**config.mk**
```make
export PLATFORM = sky130hd
export DESIGN_NAME = ahb_crypto_slave_flat
export DESIGN_NICKNAME = d
export VERILOG_FILES = /design/src/rtl/ahb_crypto_slave_if.sv /design/src/rtl/ahb_crypto_slave.sv /design/src/flat_wrapper.sv
export SDC_FILE = /design/constraint.sdc
export NUM_CORES = 1
export LEC_CHECK = 0
export ABC_AREA = 0
export BUFFER_PORTS_ARGS = -buffer_cell sky130_fd_sc_hd__buf_2
export CAP_MARGIN = 20
export CORE_AREA = 3 3 200 241
export CTS_BUF_LIST = sky130_fd_sc_hd__clkbuf_4
export CTS_CLUSTER_SIZE = 16
export DETAILED_ROUTE_END_ITERATION = 10
export DIE_AREA = 0 0 203 244
export GPL_ROUTABILITY_DRIVEN = 1
export HOLD_SLACK_MARGIN = 0.06
export PLACE_DENSITY = 0.68
export SYNTH_ARGS = -nofsm -noshare
export SYNTH_HDL_FRONTEND = slang
export SYNTH_SLANG_ARGS = --single-unit
export TNS_END_PERCENT = 5
```
**constraint.sdc**
```tcl
create_clock -name HCLK -period 6.3 [get_ports HCLK]
set_input_delay 0.63 -clock HCLK [delete_from_list [all_inputs] [get_ports HCLK]]
set_output_delay 0.63 -clock HCLK [all_outputs]
set_load 0.01 [all_outputs]
```
**src/rtl/ahb_crypto_slave_if.sv**
```systemverilog
// AHB-Lite bus bundle for ahb_crypto_slave; master drives the transfer, slave returns data/response.
interface ahb_crypto_slave_if #(
  parameter int unsigned DATA_W = 64,
  parameter int unsigned ADDR_W = 32
);
  logic              HSEL;
  logic              HWRITE;
  logic              HREADY;
  logic              HMASTLOCK;
  logic [1:0]        HTRANS;
  logic [2:0]        HSIZE;
  logic [2:0]        HBURST;
  logic [3:0]        HPROT;
  logic [ADDR_W-1:0] HADDR;
  logic [DATA_W-1:0] HWDATA;
  logic [DATA_W-1:0] HRDATA;
  logic              HREADYOUT;
  logic              HRESP;

  modport master (
    output HSEL, HWRITE, HMASTLOCK, HTRANS, HSIZE, HBURST, HPROT, HADDR, HWDATA,
    input  HREADY, HRDATA, HREADYOUT, HRESP
  );

  modport slave (
    input  HSEL, HWRITE, HREADY, HMASTLOCK, HTRANS, HSIZE, HBURST, HPROT, HADDR, HWDATA,
    output HRDATA, HREADYOUT, HRESP
  );
endinterface

```
**src/rtl/ahb_crypto_slave.sv**
```systemverilog
// AHB-Lite register front-end for the Triple DES core: keys, launch, result FIFO, irq.
// Define AHB_CRYPTO_STRICT_EN to reject non-word HSIZE, bursts, locked and SEQ transfers.
module ahb_crypto_slave #(
  parameter int unsigned       DATA_W       = 64,
  parameter int unsigned       ADDR_W       = 32,
  parameter int unsigned       NUM_KEYS     = 3,
  parameter logic [ADDR_W-1:0] BASE_ADDR    = ADDR_W'(32'hAAAA_AA80),
  parameter int unsigned       RESULT_DEPTH = 4
) (
  input  logic                       HCLK,
  input  logic                       HRESET,
  ahb_crypto_slave_if.slave          bus,
  output logic                       core_start,
  output logic                       core_mode,
  output logic [DATA_W-1:0]          core_data,
  output logic [NUM_KEYS*DATA_W-1:0] core_keys,
  input  logic                       core_done,
  input  logic [DATA_W-1:0]          core_result,
  output logic                       irq
);
  localparam int unsigned LSB   = $clog2(DATA_W / 8);
  localparam int unsigned IDX_W = $clog2(NUM_KEYS + 4);
  localparam int unsigned HI    = LSB + IDX_W;
  localparam int unsigned PTR_W = (RESULT_DEPTH > 1) ? $clog2(RESULT_DEPTH) : 1;
  localparam int unsigned CNT_W = $clog2(RESULT_DEPTH + 1);

  localparam logic [IDX_W-1:0] IDX_CTRL = '0;
  localparam logic [IDX_W-1:0] IDX_DIN  = IDX_W'(NUM_KEYS + 1);
  localparam logic [IDX_W-1:0] IDX_RES  = IDX_W'(NUM_KEYS + 2);
  localparam logic [IDX_W-1:0] IDX_STAT = IDX_W'(NUM_KEYS + 3);

  typedef enum logic [1:0] {S_IDLE, S_ACCESS, S_ERR1, S_ERR2} state_t;

  state_t                                 state_q, state_d;
  logic [IDX_W-1:0]                       idx_q, idx_d;
  logic                                   wr_q, wr_d;
  logic                                   mode_q, mode_d;
  logic                                   ovf_q, ovf_d;
  logic                                   busy_q, busy_d;
  logic                                   start_q, start_d;
  logic                                   irq_q, irq_d;
  logic [DATA_W-1:0]                      data_q, data_d;
  logic [NUM_KEYS-1:0][DATA_W-1:0]        key_q, key_d;
  logic [RESULT_DEPTH-1:0][DATA_W-1:0]    fifo_q, fifo_d;
  logic [PTR_W-1:0]                       rd_ptr_q, rd_ptr_d, wr_ptr_q, wr_ptr_d;
  logic [CNT_W-1:0]                       cnt_q, cnt_d;

  logic             dphase, dwr, launch, pop, push, push_ok, full, empty;
  logic [15:0]      status;
  logic [IDX_W-1:0] a_idx;
  logic             hit, accept, strict_bad, bad;
  logic             unused_bits;

  function automatic logic [PTR_W-1:0] ptr_inc(input logic [PTR_W-1:0] p);
    return (p == PTR_W'(RESULT_DEPTH - 1)) ? '0 : p + PTR_W'(1);
  endfunction

  assign dphase  = (state_q == S_ACCESS);
  assign dwr     = dphase & wr_q;
  assign launch  = dwr & (idx_q == IDX_DIN);
  assign pop     = dphase & ~wr_q & (idx_q == IDX_RES);
  // A strobe with no launch outstanding (e.g. after reset) is not ours to keep.
  assign push    = core_done & busy_q;
  assign full    = (cnt_q == CNT_W'(RESULT_DEPTH));
  assign empty   = (cnt_q == '0);
  assign push_ok = push & (~full | pop);
  assign status  = {8'(cnt_q), 4'b0, full, empty, ovf_q, busy_q};

  always_comb begin : datapath
    mode_d   = mode_q;
    ovf_d    = ovf_q;
    busy_d   = busy_q;
    data_d   = data_q;
    key_d    = key_q;
    fifo_d   = fifo_q;
    rd_ptr_d = rd_ptr_q;
    wr_ptr_d = wr_ptr_q;
    start_d  = 1'b0;
    if (dwr) begin
      if (idx_q == IDX_CTRL) begin
        mode_d = bus.HWDATA[0];
        if (bus.HWDATA[1]) ovf_d = 1'b0;
      end
      for (int unsigned k = 0; k < NUM_KEYS; k++) begin
        if (idx_q == IDX_W'(k + 1)) key_d[k] = bus.HWDATA;
      end
      if (launch) begin
        data_d  = bus.HWDATA;
        busy_d  = 1'b1;
        start_d = 1'b1;
      end
    end
    if (push) busy_d = 1'b0;
    if (pop) rd_ptr_d = ptr_inc(rd_ptr_q);
    if (push_ok) begin
      fifo_d[wr_ptr_q] = core_result;
      wr_ptr_d         = ptr_inc(wr_ptr_q);
    end else if (push) begin
      ovf_d = 1'b1;
    end
    cnt_d = cnt_q + CNT_W'(push_ok) - CNT_W'(pop);
    irq_d = (cnt_d != '0);
  end

  // Legality is judged on busy/count as they will stand during the data phase.
  always_comb begin : fsm
    a_idx  = bus.HADDR[HI-1:LSB];
    hit    = (bus.HADDR[ADDR_W-1:HI] == BASE_ADDR[ADDR_W-1:HI]);
    accept = bus.HSEL & bus.HREADY & bus.HTRANS[1] & hit & (state_q != S_ERR1);
`ifdef AHB_CRYPTO_STRICT_EN
    strict_bad = (bus.HSIZE != 3'(LSB)) | (bus.HBURST != 3'b000) | bus.HMASTLOCK |
                 (bus.HTRANS == 2'b11);
`else
    strict_bad = 1'b0;
`endif
    bad = (a_idx > IDX_STAT) |
          (bus.HWRITE & (a_idx <= IDX_DIN) & busy_d) |
          (~bus.HWRITE & (a_idx == IDX_RES) & (cnt_d == '0)) |
          strict_bad;
    state_d = (state_q == S_ERR1) ? S_ERR2 : S_IDLE;
    idx_d   = idx_q;
    wr_d    = wr_q;
    if (accept) begin
      idx_d   = a_idx;
      wr_d    = bus.HWRITE;
      state_d = bad ? S_ERR1 : S_ACCESS;
    end
  end

  always_comb begin : rdata
    bus.HRDATA = '0;
    if (dphase && !wr_q) begin
      case (idx_q)
        IDX_CTRL: bus.HRDATA = DATA_W'(mode_q);
        IDX_RES:  bus.HRDATA = fifo_q[rd_ptr_q];
        IDX_STAT: bus.HRDATA = DATA_W'(status);
        default:  bus.HRDATA = '0;
      endcase
    end
  end

  assign bus.HREADYOUT = (state_q != S_ERR1);
  assign bus.HRESP     = (state_q == S_ERR1) || (state_q == S_ERR2);

  always_ff @(posedge HCLK) begin
    if (HRESET) begin
      state_q  <= S_IDLE;
      idx_q    <= '0;
      wr_q     <= 1'b0;
      mode_q   <= 1'b0;
      ovf_q    <= 1'b0;
      busy_q   <= 1'b0;
      start_q  <= 1'b0;
      irq_q    <= 1'b0;
      data_q   <= '0;
      key_q    <= '0;
      fifo_q   <= '0;
      rd_ptr_q <= '0;
      wr_ptr_q <= '0;
      cnt_q    <= '0;
    end else begin
      state_q  <= state_d;
      idx_q    <= idx_d;
      wr_q     <= wr_d;
      mode_q   <= mode_d;
      ovf_q    <= ovf_d;
      busy_q   <= busy_d;
      start_q  <= start_d;
      irq_q    <= irq_d;
      data_q   <= data_d;
      key_q    <= key_d;
      fifo_q   <= fifo_d;
      rd_ptr_q <= rd_ptr_d;
      wr_ptr_q <= wr_ptr_d;
      cnt_q    <= cnt_d;
    end
  end

  assign core_start = start_q;
  assign core_mode  = mode_q;
  assign core_data  = data_q;
  assign core_keys  = key_q;
  assign irq        = irq_q;

  assign unused_bits = ^{bus.HPROT, bus.HSIZE, bus.HBURST, bus.HMASTLOCK, bus.HTRANS[0],
                         bus.HADDR[LSB-1:0]};
endmodule

```
**src/flat_wrapper.sv**
```systemverilog
// flat-port wrapper written by rule: the top's interface ports become plain ports
module ahb_crypto_slave_flat 
#(
  parameter int unsigned       DATA_W       = 64,
  parameter int unsigned       ADDR_W       = 32,
  parameter int unsigned       NUM_KEYS     = 3,
  parameter logic [ADDR_W-1:0] BASE_ADDR    = ADDR_W'(32'hAAAA_AA80),
  parameter int unsigned       RESULT_DEPTH = 4
)
  (HCLK, HRESET, core_start, core_mode, core_data, core_keys, core_done, core_result, irq, bus_HSEL, bus_HWRITE, bus_HREADY, bus_HMASTLOCK, bus_HTRANS, bus_HSIZE, bus_HBURST, bus_HPROT, bus_HADDR, bus_HWDATA, bus_HRDATA, bus_HREADYOUT, bus_HRESP);
  ahb_crypto_slave_if #(.DATA_W(DATA_W), .ADDR_W(ADDR_W)) bus_i ();
  input  logic HCLK;
  input  logic HRESET;
  output logic core_start;
  output logic core_mode;
  output logic [DATA_W-1:0] core_data;
  output logic [NUM_KEYS*DATA_W-1:0] core_keys;
  input  logic core_done;
  input  logic [DATA_W-1:0] core_result;
  output logic irq;
  input wire logic [$bits(bus_i.HSEL)-1:0] bus_HSEL;
  input wire logic [$bits(bus_i.HWRITE)-1:0] bus_HWRITE;
  input wire logic [$bits(bus_i.HREADY)-1:0] bus_HREADY;
  input wire logic [$bits(bus_i.HMASTLOCK)-1:0] bus_HMASTLOCK;
  input wire logic [$bits(bus_i.HTRANS)-1:0] bus_HTRANS;
  input wire logic [$bits(bus_i.HSIZE)-1:0] bus_HSIZE;
  input wire logic [$bits(bus_i.HBURST)-1:0] bus_HBURST;
  input wire logic [$bits(bus_i.HPROT)-1:0] bus_HPROT;
  input wire logic [$bits(bus_i.HADDR)-1:0] bus_HADDR;
  input wire logic [$bits(bus_i.HWDATA)-1:0] bus_HWDATA;
  output wire logic [$bits(bus_i.HRDATA)-1:0] bus_HRDATA;
  output wire logic [$bits(bus_i.HREADYOUT)-1:0] bus_HREADYOUT;
  output wire logic [$bits(bus_i.HRESP)-1:0] bus_HRESP;
  assign bus_i.HSEL = bus_HSEL;
  assign bus_i.HWRITE = bus_HWRITE;
  assign bus_i.HREADY = bus_HREADY;
  assign bus_i.HMASTLOCK = bus_HMASTLOCK;
  assign bus_i.HTRANS = bus_HTRANS;
  assign bus_i.HSIZE = bus_HSIZE;
  assign bus_i.HBURST = bus_HBURST;
  assign bus_i.HPROT = bus_HPROT;
  assign bus_i.HADDR = bus_HADDR;
  assign bus_i.HWDATA = bus_HWDATA;
  assign bus_HRDATA = bus_i.HRDATA;
  assign bus_HREADYOUT = bus_i.HREADYOUT;
  assign bus_HRESP = bus_i.HRESP;
  ahb_crypto_slave #(.DATA_W(DATA_W), .ADDR_W(ADDR_W), .NUM_KEYS(NUM_KEYS), .BASE_ADDR(BASE_ADDR), .RESULT_DEPTH(RESULT_DEPTH)) u_core (.HCLK(HCLK), .HRESET(HRESET), .bus(bus_i), .core_start(core_start), .core_mode(core_mode), .core_data(core_data), .core_keys(core_keys), .core_done(core_done), .core_result(core_result), .irq(irq));
endmodule
```
==> After elaboration in Yosys (flattened, before gate mapping) <==
Index checks and enable logic that the tools add are counted.
{ "op_classes": {"n_addsub": 4, "n_lt_le_gt_ge": 5, "eq_ne": 15, "n_mux": 21, "bitwise_logic": 21, "reduce_logical": 14} }
{ "ops": {"columns": ["cell", "count"], "rows": [
  ["bitwise mux 256 bit", 1],
  ["2-to-1 mux 64 bit", 3],
  ["one-hot mux 64 bit (3 select lines)", 1],
  ["binary-select mux 64 bit (select 2 bit)", 1],
  ["demux 64 bit (select 2 bit)", 1],
  ["== test 26 bit, second input constant", 1],
  ["== test 3 bit, second input constant", 5],
  ["AND 1 bit", 14],
  ["2-to-1 mux 2 bit", 5],
  ["AND reduction 2 bit", 5],
  ["zero test 3 bit", 3],
  ["2-to-1 mux 1 bit", 9],
  ["== test 2 bit, second input constant", 4],
  ["== test 3 x 2 -> 1 bit, second input constant", 2],
  ["less-than comparator 2 x 3 -> 1 bit, second input constant", 2],
  ["adder 2 x 1 -> 2 bit, second input constant", 2],
  ["NOT 1 bit", 4],
  ["adder 3 x 1 -> 3 bit", 1],
  ["== test 3 x 1 -> 1 bit, second input constant", 1],
  ["> comparator 3 bit, second input constant", 1],
  ["less-or-equal comparator 3 bit, second input constant", 1],
  ["bitwise OR 1 bit", 3],
  ["nonzero test 3 bit", 1],
  ["subtractor 3 x 1 -> 3 bit", 1],
  ["other kinds (7)", 8]
]} }
{ "totals": {"ff_bits": 530, "in_bits": 179} }

==> Longest topological paths before layout <==
Gate-level depths: netlist of the first run.
{ "depth": {"depth_word": 12, "ltp_mapped": 14, "ltp_nobuf": 12} }

==> Least setup slack after synthesis of the first run <==
Ideal clock, no wire load.
{ "synth_path": {"path_type": "reg-to-reg", "start": "reg u_core.idx_q[2]", "end": "reg u_core.state_q[0]", "arrival_ps": 2914, "setup_slack_ps": 3254, "stages_incl_launch_ff": 15, "path_buffers": 2, "cell_sequence": "dfxtp_1 > buf_4 > nand3b_4 > or3_1 > inv_1 > clkbuf_1 > ha_1 > inv_1 > ha_1 > fa_1 > xnor3_1 > nor3_1 > a21oi_1 > o221ai_1 > a21oi_1"} }
{ "synth_between": {"elab_chain_len": 11, "elab_cells_between_ends": 18, "classes_between": "2 x add/sub; 2 x eq/ne; 5 x mux; 8 x bitwise; 1 x reduce/logical"} }
{ "synth_rtl": {"columns": ["item", "line", "rtl"], "rows": [
  ["start, declared", "ahb_crypto_slave.sv:35", "logic [IDX_W-1:0] idx_q, idx_d;"],
  ["start signal, assigned", "ahb_crypto_slave.sv:163", "idx_q <= idx_d;"],
  ["== test 3 bit *", "ahb_crypto_slave.sv:61", "assign pop = dphase & ~wr_q & (idx_q == IDX_RES);"],
  ["AND 1 bit *", "ahb_crypto_slave.sv:61", null],
  ["named net u_core.pop", "ahb_crypto_slave.sv:48", "logic dphase, dwr, launch, pop, push, push_ok, full, empty;"],
  ["bitwise OR 1 bit", "ahb_crypto_slave.sv:66", "assign push_ok = push & (~full | pop);"],
  ["AND 1 bit", "ahb_crypto_slave.sv:66", null],
  ["adder 3 x 1 -> 3 bit", "ahb_crypto_slave.sv:101", "cnt_d = cnt_q + CNT_W'(push_ok) - CNT_W'(pop);"],
  ["subtractor 3 x 1 -> 3 bit *", "ahb_crypto_slave.sv:101", null],
  ["zero test 3 bit *", "ahb_crypto_slave.sv:118", "(~bus.HWRITE & (a_idx == IDX_RES) & (cnt_d == '0)) |"],
  ["AND 1 bit *", "ahb_crypto_slave.sv:118", null],
  ["bitwise OR 1 bit *", "ahb_crypto_slave.sv:117", "(bus.HWRITE & (a_idx <= IDX_DIN) & busy_d) |"],
  ["2-to-1 mux 2 bit *", "ahb_crypto_slave.sv:126", "state_d = bad ? S_ERR1 : S_ACCESS;"],
  ["2-to-1 mux 2 bit *", "ahb_crypto_slave.sv:123", "if (accept) begin"],
  ["end signal, assigned", "ahb_crypto_slave.sv:162", "state_q <= state_d;"],
  ["end, declared", "ahb_crypto_slave.sv:34", "state_t state_q, state_d;"]
]} }
The timed path passes the listed nets; every way through them passes the cells marked *.
A chain may end at the register's enable or synchronous reset.

==> Worst setup path in the final report of the first run <==
{ "layout_path": {"start": "reg u_core.idx_q[2]", "end": "reg u_core.state_q[0]"} }
{ "layout_between": {"elab_chain_len": 11, "elab_cells_between_ends": 18, "classes_between": "2 x add/sub; 2 x eq/ne; 5 x mux; 8 x bitwise; 1 x reduce/logical"} }
{ "layout_rtl": {"columns": ["item", "line"], "rows": [
  ["== test 3 bit", "ahb_crypto_slave.sv:61"],
  ["AND 1 bit", "ahb_crypto_slave.sv:61"],
  ["bitwise OR 1 bit", "ahb_crypto_slave.sv:66"],
  ["AND 1 bit", "ahb_crypto_slave.sv:66"],
  ["adder 3 x 1 -> 3 bit", "ahb_crypto_slave.sv:101"],
  ["subtractor 3 x 1 -> 3 bit", "ahb_crypto_slave.sv:101"],
  ["zero test 3 bit", "ahb_crypto_slave.sv:118"],
  ["AND 1 bit", "ahb_crypto_slave.sv:118"],
  ["bitwise OR 1 bit *", "ahb_crypto_slave.sv:117"],
  ["2-to-1 mux 2 bit *", "ahb_crypto_slave.sv:126"],
  ["2-to-1 mux 2 bit *", "ahb_crypto_slave.sv:123"]
]} }
Mark *: on every way between the ends. The rest lies on a longest branch, timed or not.

==> results of run 1 <==
-- power by group --
part           total, mW  internal, mW  switching (mW)
Sequential          3.35          3.35  0.000000000129
Combinational      0.229         0.101           0.128
Clock               2.86          1.49            1.37
-- registers in the layout (all words and copies together) (netlist names) --
signal             count
u_core.fifo_q        256
u_core.core_keys     192
u_core.core_data      64
u_core.cnt_q           3
u_core.idx_q           3
u_core.rd_ptr_q        2
u_core.state_q         2
u_core.wr_ptr_q        2
u_core.busy_q          1
u_core.core_mode       1
u_core.core_start      1
u_core.irq             1
u_core.ovf_q           1
u_core.wr_q            1
-- cells by family after synthesis --
family,share of synthesized area (%)
AO/OA/AOI/OAI,13.1
XOR/XNOR,0.109
adder cells (fa/ha/maj),0.521
buffers and inverters,4.94
flip-flops,51.4
multiplexers,7.33
AND/OR/NAND/NOR,22.6
-- per-layer routing --
layer,up-vias,share of wire (%),wire length [um]
li1,9449,-,-
met1,9304,38,26400
met2,903,49,33900
met3,171,9.6,6700
met4,4,3.7,2570
met5,-,0.039,27
-- worst max-delay path, cell delays in order (launching register included) --
cell and delay (ns):
sky130_fd_sc_hd__dfxtp_1 0.52, sky130_fd_sc_hd__nand3b_4 0.15, sky130_fd_sc_hd__or3_1 0.46, sky130_fd_sc_hd__inv_2 0.74, sky130_fd_sc_hd__ha_1 0.26, sky130_fd_sc_hd__inv_1 0.04
sky130_fd_sc_hd__ha_1 0.20, sky130_fd_sc_hd__fa_1 0.39, sky130_fd_sc_hd__xnor3_1 0.37, sky130_fd_sc_hd__nor3_1 0.38, sky130_fd_sc_hd__a21oi_1 0.15, sky130_fd_sc_hd__o221ai_1 0.21
sky130_fd_sc_hd__a21oi_1 0.09
-- path summary, 6_finish.rpt --
kind	startpoint	end	slack (ns)	cells past startpoint
hold / removal	bus_HADDR[8]	u_core.state_q[1]$_SDFF_PP0_	0.31	5
setup / recovery	u_core.idx_q[2]$_SDFFE_PP0P_	u_core.state_q[0]$_SDFF_PP0_	2.14	12
setup reg to reg	u_core.idx_q[2]$_SDFFE_PP0P_	u_core.state_q[0]$_SDFF_PP0_	2.14	12
hold reg to reg	u_core.core_keys[56]$_SDFFE_PP0P_	u_core.core_keys[56]$_SDFFE_PP0P_	0.45	2
-- area by class of cell --
cell class,count,area share (%)
Inverter,8,0.115
Clock inverter,34,0.680
Antenna cell,2,0.0192
Tap cell,616,2.95
Multi-Input combinational cell,1771,34.6
Timing Repair Buffer,642,15.2
Sequential cell,530,40.6
Clock buffer,200,5.75
-- cells in the mapped netlist --
cell type and number:
sky130_fd_sc_hd__fa_1 1, sky130_fd_sc_hd__mux4_2 64, sky130_fd_sc_hd__a22o_1 1, sky130_fd_sc_hd__and3b_1 2, sky130_fd_sc_hd__dfxtp_1 530, sky130_fd_sc_hd__and3_1 5, sky130_fd_sc_hd__nor4b_1 2, sky130_fd_sc_hd__nor3_1 3
sky130_fd_sc_hd__o31ai_4 1, sky130_fd_sc_hd__nor3b_1 1, sky130_fd_sc_hd__xnor3_1 1, sky130_fd_sc_hd__a32oi_1 1, sky130_fd_sc_hd__nor2b_1 6, sky130_fd_sc_hd__o22ai_1 1, sky130_fd_sc_hd__nand3b_4 1, sky130_fd_sc_hd__and4b_1 1
sky130_fd_sc_hd__and2_1 61, sky130_fd_sc_hd__o221ai_1 1, sky130_fd_sc_hd__nor2_1 22, sky130_fd_sc_hd__buf_2 60, sky130_fd_sc_hd__clkbuf_1 100, sky130_fd_sc_hd__a22oi_1 6, sky130_fd_sc_hd__nand4_1 2, sky130_fd_sc_hd__ha_1 7
sky130_fd_sc_hd__mux2_2 1, sky130_fd_sc_hd__mux2i_1 6, sky130_fd_sc_hd__nand4b_1 3, sky130_fd_sc_hd__nor4bb_1 2, sky130_fd_sc_hd__nand2b_1 3, sky130_fd_sc_hd__buf_1 2, sky130_fd_sc_hd__nand3_1 4, sky130_fd_sc_hd__inv_1 8
sky130_fd_sc_hd__nand3_2 4, sky130_fd_sc_hd__buf_6 24, sky130_fd_sc_hd__nor4_2 1, sky130_fd_sc_hd__o21ai_0 2, sky130_fd_sc_hd__o22a_1 1, sky130_fd_sc_hd__nand3b_1 1, sky130_fd_sc_hd__nand2_1 1034, sky130_fd_sc_hd__a21oi_1 518
sky130_fd_sc_hd__or3_1 1, sky130_fd_sc_hd__buf_4 5
==> flow_results.org, run 1 <==
** Status
- Result of the run :: finished clean

** Global routing
- Met3 track utilization from global routing :: ~8.5%
- Largest net degree at the start of global routing :: 198
- Antenna violations before repair :: 4
- The number of global-route vias before repair was just under 20000.
- Overall global routing resource usage :: 27.0%
- Sum of overflow across all layers after global routing :: 0
- In the global route stage, met1 resource usage came out at 30.8%.
- The global routing stage identified its most utilized layer as met2.
- For this run, global-route usage on met2 was measured as 45.7%.
- The first global-routing pass estimated 107 mm of wire.

** STA
- Setup violations remaining at the end of the flow were counted as 0.
- Worst setup skew after layout :: 0.0413 ns
- Worst rel slew slack :: 27.5%
- At the pin with the least slew margin, the transition time is 1.09 ns.
- Fmax :: around 240 MHz
- Final Critical Period :: ~4.2 ns
- Final-layout worst hold slack :: 0.310 ns
- Final number of max-transition violations :: 0
- Dividing the final minimum period by the clock period gives between 60 and 70%.
- Final hold violation count :: 0
- Setup repair after global routing left no endpoint under its margin.
- Least setup slack across all paths after layout :: 2.14 ns
- Setup total negative slack on the finished layout was measured at 0 ns.

** Yosys
- Leading area contributor after synthesis :: sky130_fd_sc_hd__dfxtp_1
- Post-Syn Instances :: 2500
- Yosys cell types :: 42
- The mapped netlist covers 20600 um^2.
- Number of warnings printed during yosys synthesis :: 0
- In the post-synthesis netlist, the biggest area contributors are sky130_fd_sc_hd__dfxtp_1, sky130_fd_sc_hd__nand2_1, sky130_fd_sc_hd__a21oi_1, sky130_fd_sc_hd__mux4_2, sky130_fd_sc_hd__and2_1.
- The synthesized design contains 530 register bits.
- Sequential elements use 51.4% of the synthesized area.
- When the netlist entered floorplanning its net count stood at 2687.
- Mean cell area of the mapped netlist :: between 8 and 9 um^2
- Of the post-synthesis cell area, the dominant cell type holds 51.4%.

** Routing
- In this run, the number of DRC markers left after iteration 0 of detailed routing was 1407.
- The pre-antenna-repair detailed-routing pass consisted of 6 iterations.
- In this run the remaining antenna-violating nets after routing total 0.
- After detailed routing, the total wire length is just under 70 mm.
- Post-detailed-route via-to-cell ratio :: 5.21
- Across all layers, the routed design uses 19800 vias.
- For this run, design rule violations remaining after detail routing come to 0.
- Dividing the detail-routed wire length by the instance count gives approximately 18 um.

** Place
- Total instance count after detailed placement :: 3433
- During placement, the flow inserted port buffers numbering roughly 490.
- Placement Setup Slack :: 2.20 ns
- GP Congestion :: around 0.85
- Summed over all nets, the half-perimeter wirelength after detailed placement is roughly 43 mm.
- After detailed placement, the total cell area comes to 23100 um^2.

** Floorplanning
- I/O pins :: 504
- From bottom edge to top edge, the die measures 244 um.
- The total area inside the core boundary comes to 45900 um^2.
- Starting density of the core :: 44.9%
- Overall die area :: 49500 um^2
- Die X :: 203 um
- Number of rows in the core area :: 86

** Clock network
- In this run the post-CTS setup repair buffer count came out at 0.
- Clock buffers created by TritonCTS :: 137
- Maximum root-to-sink buffer count :: 3
- Reg clk slew, reported paths :: 0.06 ns
- CTS tree :: built
- Number of buffers added to fix hold violations after cts :: roughly 130
- Resized Gates After CTS :: 0
- The H-tree was split into 4 levels.
- For this design, the sink count on the clock tree is 530.
- Clock root buffer master :: sky130_fd_sc_hd__clkbuf_4
- Clock latency on the worst-skew pair :: 0.84 ns

** Job
- Across the run, the number of max-cap violations was 0.

** Layout
- Leaving out fill and tap cells, the most frequent cell in the layout is sky130_fd_sc_hd__nand2_1.
- In the layout the commonest cells are sky130_fd_sc_hd__nand2_1, sky130_fd_sc_hd__dfxtp_1, sky130_fd_sc_hd__a21oi_1, sky130_fd_sc_hd__buf_2, sky130_fd_sc_hd__clkbuf_4.
- The multi-input combinational cells in the finished layout cover a total of roughly 9000 um^2.
- Registers take 10600 um^2.
- Utilization after layout :: 56.9%
- Of the cells placed in the final design, the portion with a size suffix greater than 1 is between 20% and 30%.
- Non-filler cells in the finished layout :: 3803
- Compared with the post-synthesis result, the final layout area differs by 26.5%.
- The finished cells cover around 26000 um^2.
- Number of nets at the end of the flow :: 3277
- FILL cells :: 4252

** Worst setup path
- Setup Crit Path Kind :: reg2reg
- In this run the worst path has a maximum fanout of 59.
- Worst Path Required :: 6.96 ns
- Element type at the critical path end :: flip-flop
- For the worst setup path, the data arrival time is just under 5 ns.
- STA classifies the critical path startpoint as a flip-flop.

** Power and ir drop
- The design draws approximately 6.4 mW.
- VDD sags by at most 0.191 mV.
- Leakage power :: 10.2 nW
- Power spread over the standard cell area amounts to around 250 nW/um^2.

** Min path
- The worst hold path belongs to the class in2reg.
Note: power is estimated with default switching activity, not from simulation.
==> inputs of run 2 (changes only) <==
--- a/config.mk
+++ b/config.mk
@@ -5,7 +5,7 @@
 export SDC_FILE = /design/constraint.sdc
 export NUM_CORES = 1
 export LEC_CHECK = 0
-export ABC_AREA = 0
+export ABC_AREA = 1
 export BUFFER_PORTS_ARGS = -buffer_cell sky130_fd_sc_hd__buf_2
 export CAP_MARGIN = 20
 export CORE_AREA = 3 3 200 241
@@ -15,7 +15,7 @@
 export DIE_AREA = 0 0 203 244
 export GPL_ROUTABILITY_DRIVEN = 1
 export HOLD_SLACK_MARGIN = 0.06
-export PLACE_DENSITY = 0.68
+export PLACE_DENSITY = 0.7
 export SYNTH_ARGS = -nofsm -noshare
 export SYNTH_HDL_FRONTEND = slang
 export SYNTH_SLANG_ARGS = --single-unit
==> constraint.sdc (replaced) <==
create_clock -name HCLK -period 3.45 [get_ports HCLK]
set_input_delay 0.345 -clock HCLK [delete_from_list [all_inputs] [get_ports HCLK]]
set_output_delay 0.345 -clock HCLK [all_outputs]
set_load 0.01 [all_outputs]
==> flow_results.org, run 2 <==
** Routing
- Post-detailed-route via-to-cell ratio :: 5.35
- First-pass iteration count of the detailed router :: 6
- Remaining antenna violation count :: 0
- The detailed router finished its first iteration with 1498 violations.
- For this run, design rule violations remaining after detail routing come to 0.
- Dividing the detail-routed wire length by the instance count gives 17.6 um.
- Summing over every cut layer, the via total after detailed routing is about 22000.
- Final routed wirelength across all metal layers :: 71.6 mm

** Yosys
- The synthesized design contains 0 enable-type register cells.
- Yosys cell types :: 23
- Averaged over all synthesized cells, the footprint is 7.43 um^2.
- Post-Syn Instances :: 2781
- By instance count, the leading cell after synthesis is sky130_fd_sc_hd__nor2_1.
- Post-synthesis instance area :: between 20000 and 25000 um^2
- The synthesized design spends more area on one cell type than any other, namely sky130_fd_sc_hd__dfxtp_1.
- Async SR Flop Fraction :: 0%
- In the post-synthesis netlist, the biggest area contributors are sky130_fd_sc_hd__dfxtp_1, sky130_fd_sc_hd__a21oi_1, sky130_fd_sc_hd__o21ai_0, sky130_fd_sc_hd__nor2_1, sky130_fd_sc_hd__nand3_1.
- Number of warnings printed during yosys synthesis :: 0
- Summed over its instances, the top area cell type makes up 51.4% of the synthesized netlist area.
- Top cell types by occurrence after synthesis :: sky130_fd_sc_hd__nor2_1, sky130_fd_sc_hd__dfxtp_1, sky130_fd_sc_hd__a21oi_1
- Top_reg_cell synth :: sky130_fd_sc_hd__dfxtp_1
- The number of nets handed over by synthesis was slightly below 3000.
- For this run, the register share of the synthesized area comes to slightly above 50%.
- Synth Register Bits :: 530

** Floorplanning
- The die is 244 um tall.
- Starting density of the core :: 45.0%
- I/O pins :: 504
- After floorplanning, the core was divided into 86 placement rows.
- Die X :: 203 um
- Core Box Area :: ~46000 um^2
- The die covers 49500 um^2.

** Global routing
- Number of global-route vias before repair :: 21100
- For this run the aggregate overflow at the end of global routing stands at 0.
- Wire length of the first global-routing pass :: around 110 mm
- Entering global routing, the biggest net connects 181 pins.
- Overall global routing resource usage :: about 28%
- The initial antenna violation count is 2.

** Layout
- Final design area excluding fillers :: 26400 um^2
- The finished layout holds 4060 standard cells, fillers aside.
- The register with the most flip-flops in the layout has 256 of them.
- Area growth from synthesis to layout :: 28.0%
- Top library cells by usage in the layout, fill and taps aside :: sky130_fd_sc_hd__nor2_1, sky130_fd_sc_hd__dfxtp_1, sky130_fd_sc_hd__buf_2, sky130_fd_sc_hd__a21oi_1, sky130_fd_sc_hd__o21ai_0
- More flip-flops sit in one register than any other, and that register is u_core.fifo_q.
- Fraction of layout instances using a drive strength above 1 :: 21.7%
- The library cell used most frequently in the layout, excluding fill and tap cells, is sky130_fd_sc_hd__nor2_1.
- For this run, the post-layout net count is 3544.

** Worst setup path
- The critical path in this run is classified as reg2out.
- Crit path max-delay family :: buffers and inverters
- Element type at the critical path end :: output port
- At the worst endpoint, the required time is 3.11 ns.
- Critical path's slowest cell :: sky130_fd_sc_hd__dfxtp_4
- Of all nets on the critical path, the largest fanout is 46.
- CP dominant cell by count :: sky130_fd_sc_hd__buf_4
- Traced cell by cell, the critical path runs through clkinv_2, buf_4, buf_4, a21oi_1, o21ai_0, nand2_1, a22oi_1, nor2_1, buf_2.
- Crit path buf inv count :: 4
- At the worst endpoint, the arrival time is 2.89 ns.
- For this run, the slowest stage of the critical path takes between 0.5 and 0.6 ns.
- STA classifies the critical path startpoint as a flip-flop.

** Min path
- The path class of the tightest hold or removal check is in2reg.

** Power and ir drop
- Power consumption :: between 10 and 15 mW
- Max rail drop VDD :: 0.328 mV
- In this run the power density over the cells is 446 nW/um^2.
- Leakage power :: 10.8 nW

** Clock network
- TritonCTS built the clock tree.
- Reg clk slew, reported paths :: 0.06 ns
- The tree is rooted in a sky130_fd_sc_hd__clkbuf_4.
- The clock drives 530 sinks.
- Maximum root-to-sink buffer count :: 3
- Number of buffers added for setup after CTS :: 0
- Clock buffers created by TritonCTS :: 136
- The H-tree was split into 4 levels.
- The later pin in the worst-skew pair is clocked with a latency of approximately 0.87 ns.

** Place
- DP HPWL :: 43.5 mm
- The congestion estimate from routability-driven global placement came to roughly 0.88.
- Area after DPL :: 23300 um^2
- Total instance count after detailed placement :: 3687
- The count of buffers added on input and output ports is 488.

** STA
- The clock period could shrink to around 3.2 ns.
- For the pin with the worst max-slew slack, the measured transition is 0.969 ns.
- Headroom to the max-slew limit came out at 35.4%.
- Setup total negative slack on the finished layout was measured at 0 ns.
- Final hold analysis gives a worst-case slack of 0.142 ns.
- Final setup fails :: 0
- The number of endpoints with negative hold slack in the final report was 0.
- Worst setup skew after layout :: between 0.04 and 0.05 ns
- Setup repair after global routing left no endpoint under its margin.
- Share of the cycle needed by the critical path after routing :: a little over nine tenths
- Based on the critical path, the design can be clocked at up to 309 MHz.
- Final number of max-transition violations :: 0

** Status
- Result of the run :: finished clean

** Job
- Max-cap violations in this run came to 0.
[run 2: cell count changes after synthesis, moves of 64 or more]
cell,previous run,this run
sky130_fd_sc_hd__a21oi_1,518,454
sky130_fd_sc_hd__clkbuf_1,100,181
sky130_fd_sc_hd__inv_1,8,166
sky130_fd_sc_hd__mux4_2,64,0
sky130_fd_sc_hd__nand2_1,1034,170
sky130_fd_sc_hd__nand3_1,4,137
sky130_fd_sc_hd__nor2_1,22,543
sky130_fd_sc_hd__o21ai_0,2,417
sky130_fd_sc_hd__o21ai_1,0,104
[run 2: worst paths after layout]
kind | from | end | slack, ns | cells past startpoint
worst max register to register | u_core.idx_q[0]$_SDFFE_PP0P_ | u_core.fifo_q[15]$_SDFFE_PP0P_ | 0.34 | 9
worst max-delay path | u_core.rd_ptr_q[0]$_SDFFE_PP0P_ | bus_HRDATA[2] | 0.21 | 9
worst min register to register | u_core.fifo_q[163]$_SDFFE_PP0P_ | u_core.fifo_q[163]$_SDFFE_PP0P_ | 0.45 | 2
worst min-delay path | bus_HADDR[14] | u_core.state_q[0]$_SDFF_PP0_ | 0.14 | 8
[run 2: metrics by stage]
step	setup slack [ns]	util (%)
after floorplan	0.892	-
after global placement	0.856	50.8
after detailed placement	0.753	50.8
after CTS	0.133	57.5
after global routing	0.0437	57.5
final	0.214	57.5
[run 2: layer usage]
| layer | vias up | GRT usage (%) | wire length (um) |
|---|---|---|---|
| met5 | - | 0 | 0 |
| met1 | 10200 | 33.5 | 28400 |
| met3 | 181 | 7.32 | 6440 |
| li1 | 10400 | - | - |
| met2 | 993 | 45.9 | 34200 |
| met4 | 0 | 13.7 | 2670 |
[run 2: kinds of logic (layout without fill, tap and decap cells)]
logic type / Yosys count / count (layout) / synth area share (%)
other: 0 / 2 / 0
AND/OR/NAND/NOR: 863 / 863 / 16.7
flip-flops: 530 / 530 / 51.4
adder cells (fa/ha/maj): 8 / 8 / 0.521
AO/OA/AOI/OAI: 983 / 983 / 24.0
buffers and inverters: 397 / 1058 / 7.51
[run 2: timing repair]
action | CTS | global route
hold buffers | 148 | 0
setup endpoints to repair | 0 | 4
gates resized for setup | 0 | 1
endpoints found under the hold margin | 521 | 0
[run 2: final cells by class]
type / instances / area [um^2]
Fill cell: 4202 / 19500
Sequential cell: 530 / 10600
Multi-Input combinational cell: 1854 / 8540
Timing Repair Buffer: 666 / 4260
Clock buffer: 196 / 1470
Tap cell: 616 / 771
Inverter: 169 / 643
Clock inverter: 27 / 135
Antenna cell: 2 / 5.00
[run 2: tightest hold or removal path, cell delays in order]
cell,delay (ns)
sky130_fd_sc_hd__buf_2,0.07
sky130_fd_sc_hd__nor2_1,0.04
sky130_fd_sc_hd__nand2_1,0.05
sky130_fd_sc_hd__nor2_1,0.04
sky130_fd_sc_hd__nand2_1,0.14
sky130_fd_sc_hd__nor2_1,0.12
sky130_fd_sc_hd__nand4_1,0.08
sky130_fd_sc_hd__a21oi_1,0.06
[run 2: power by group]
group | total, mW | leakage [nW] | switching, mW | internal, mW
Clock | 5.18 | 0.976 | 2.52 | 2.66
Combinational | 0.505 | 5.54 | 0.281 | 0.224
Sequential | 6.12 | 4.27 | 0.000000000385 | 6.12
Total | 11.8 | 10.8 | 2.80 | 9.00
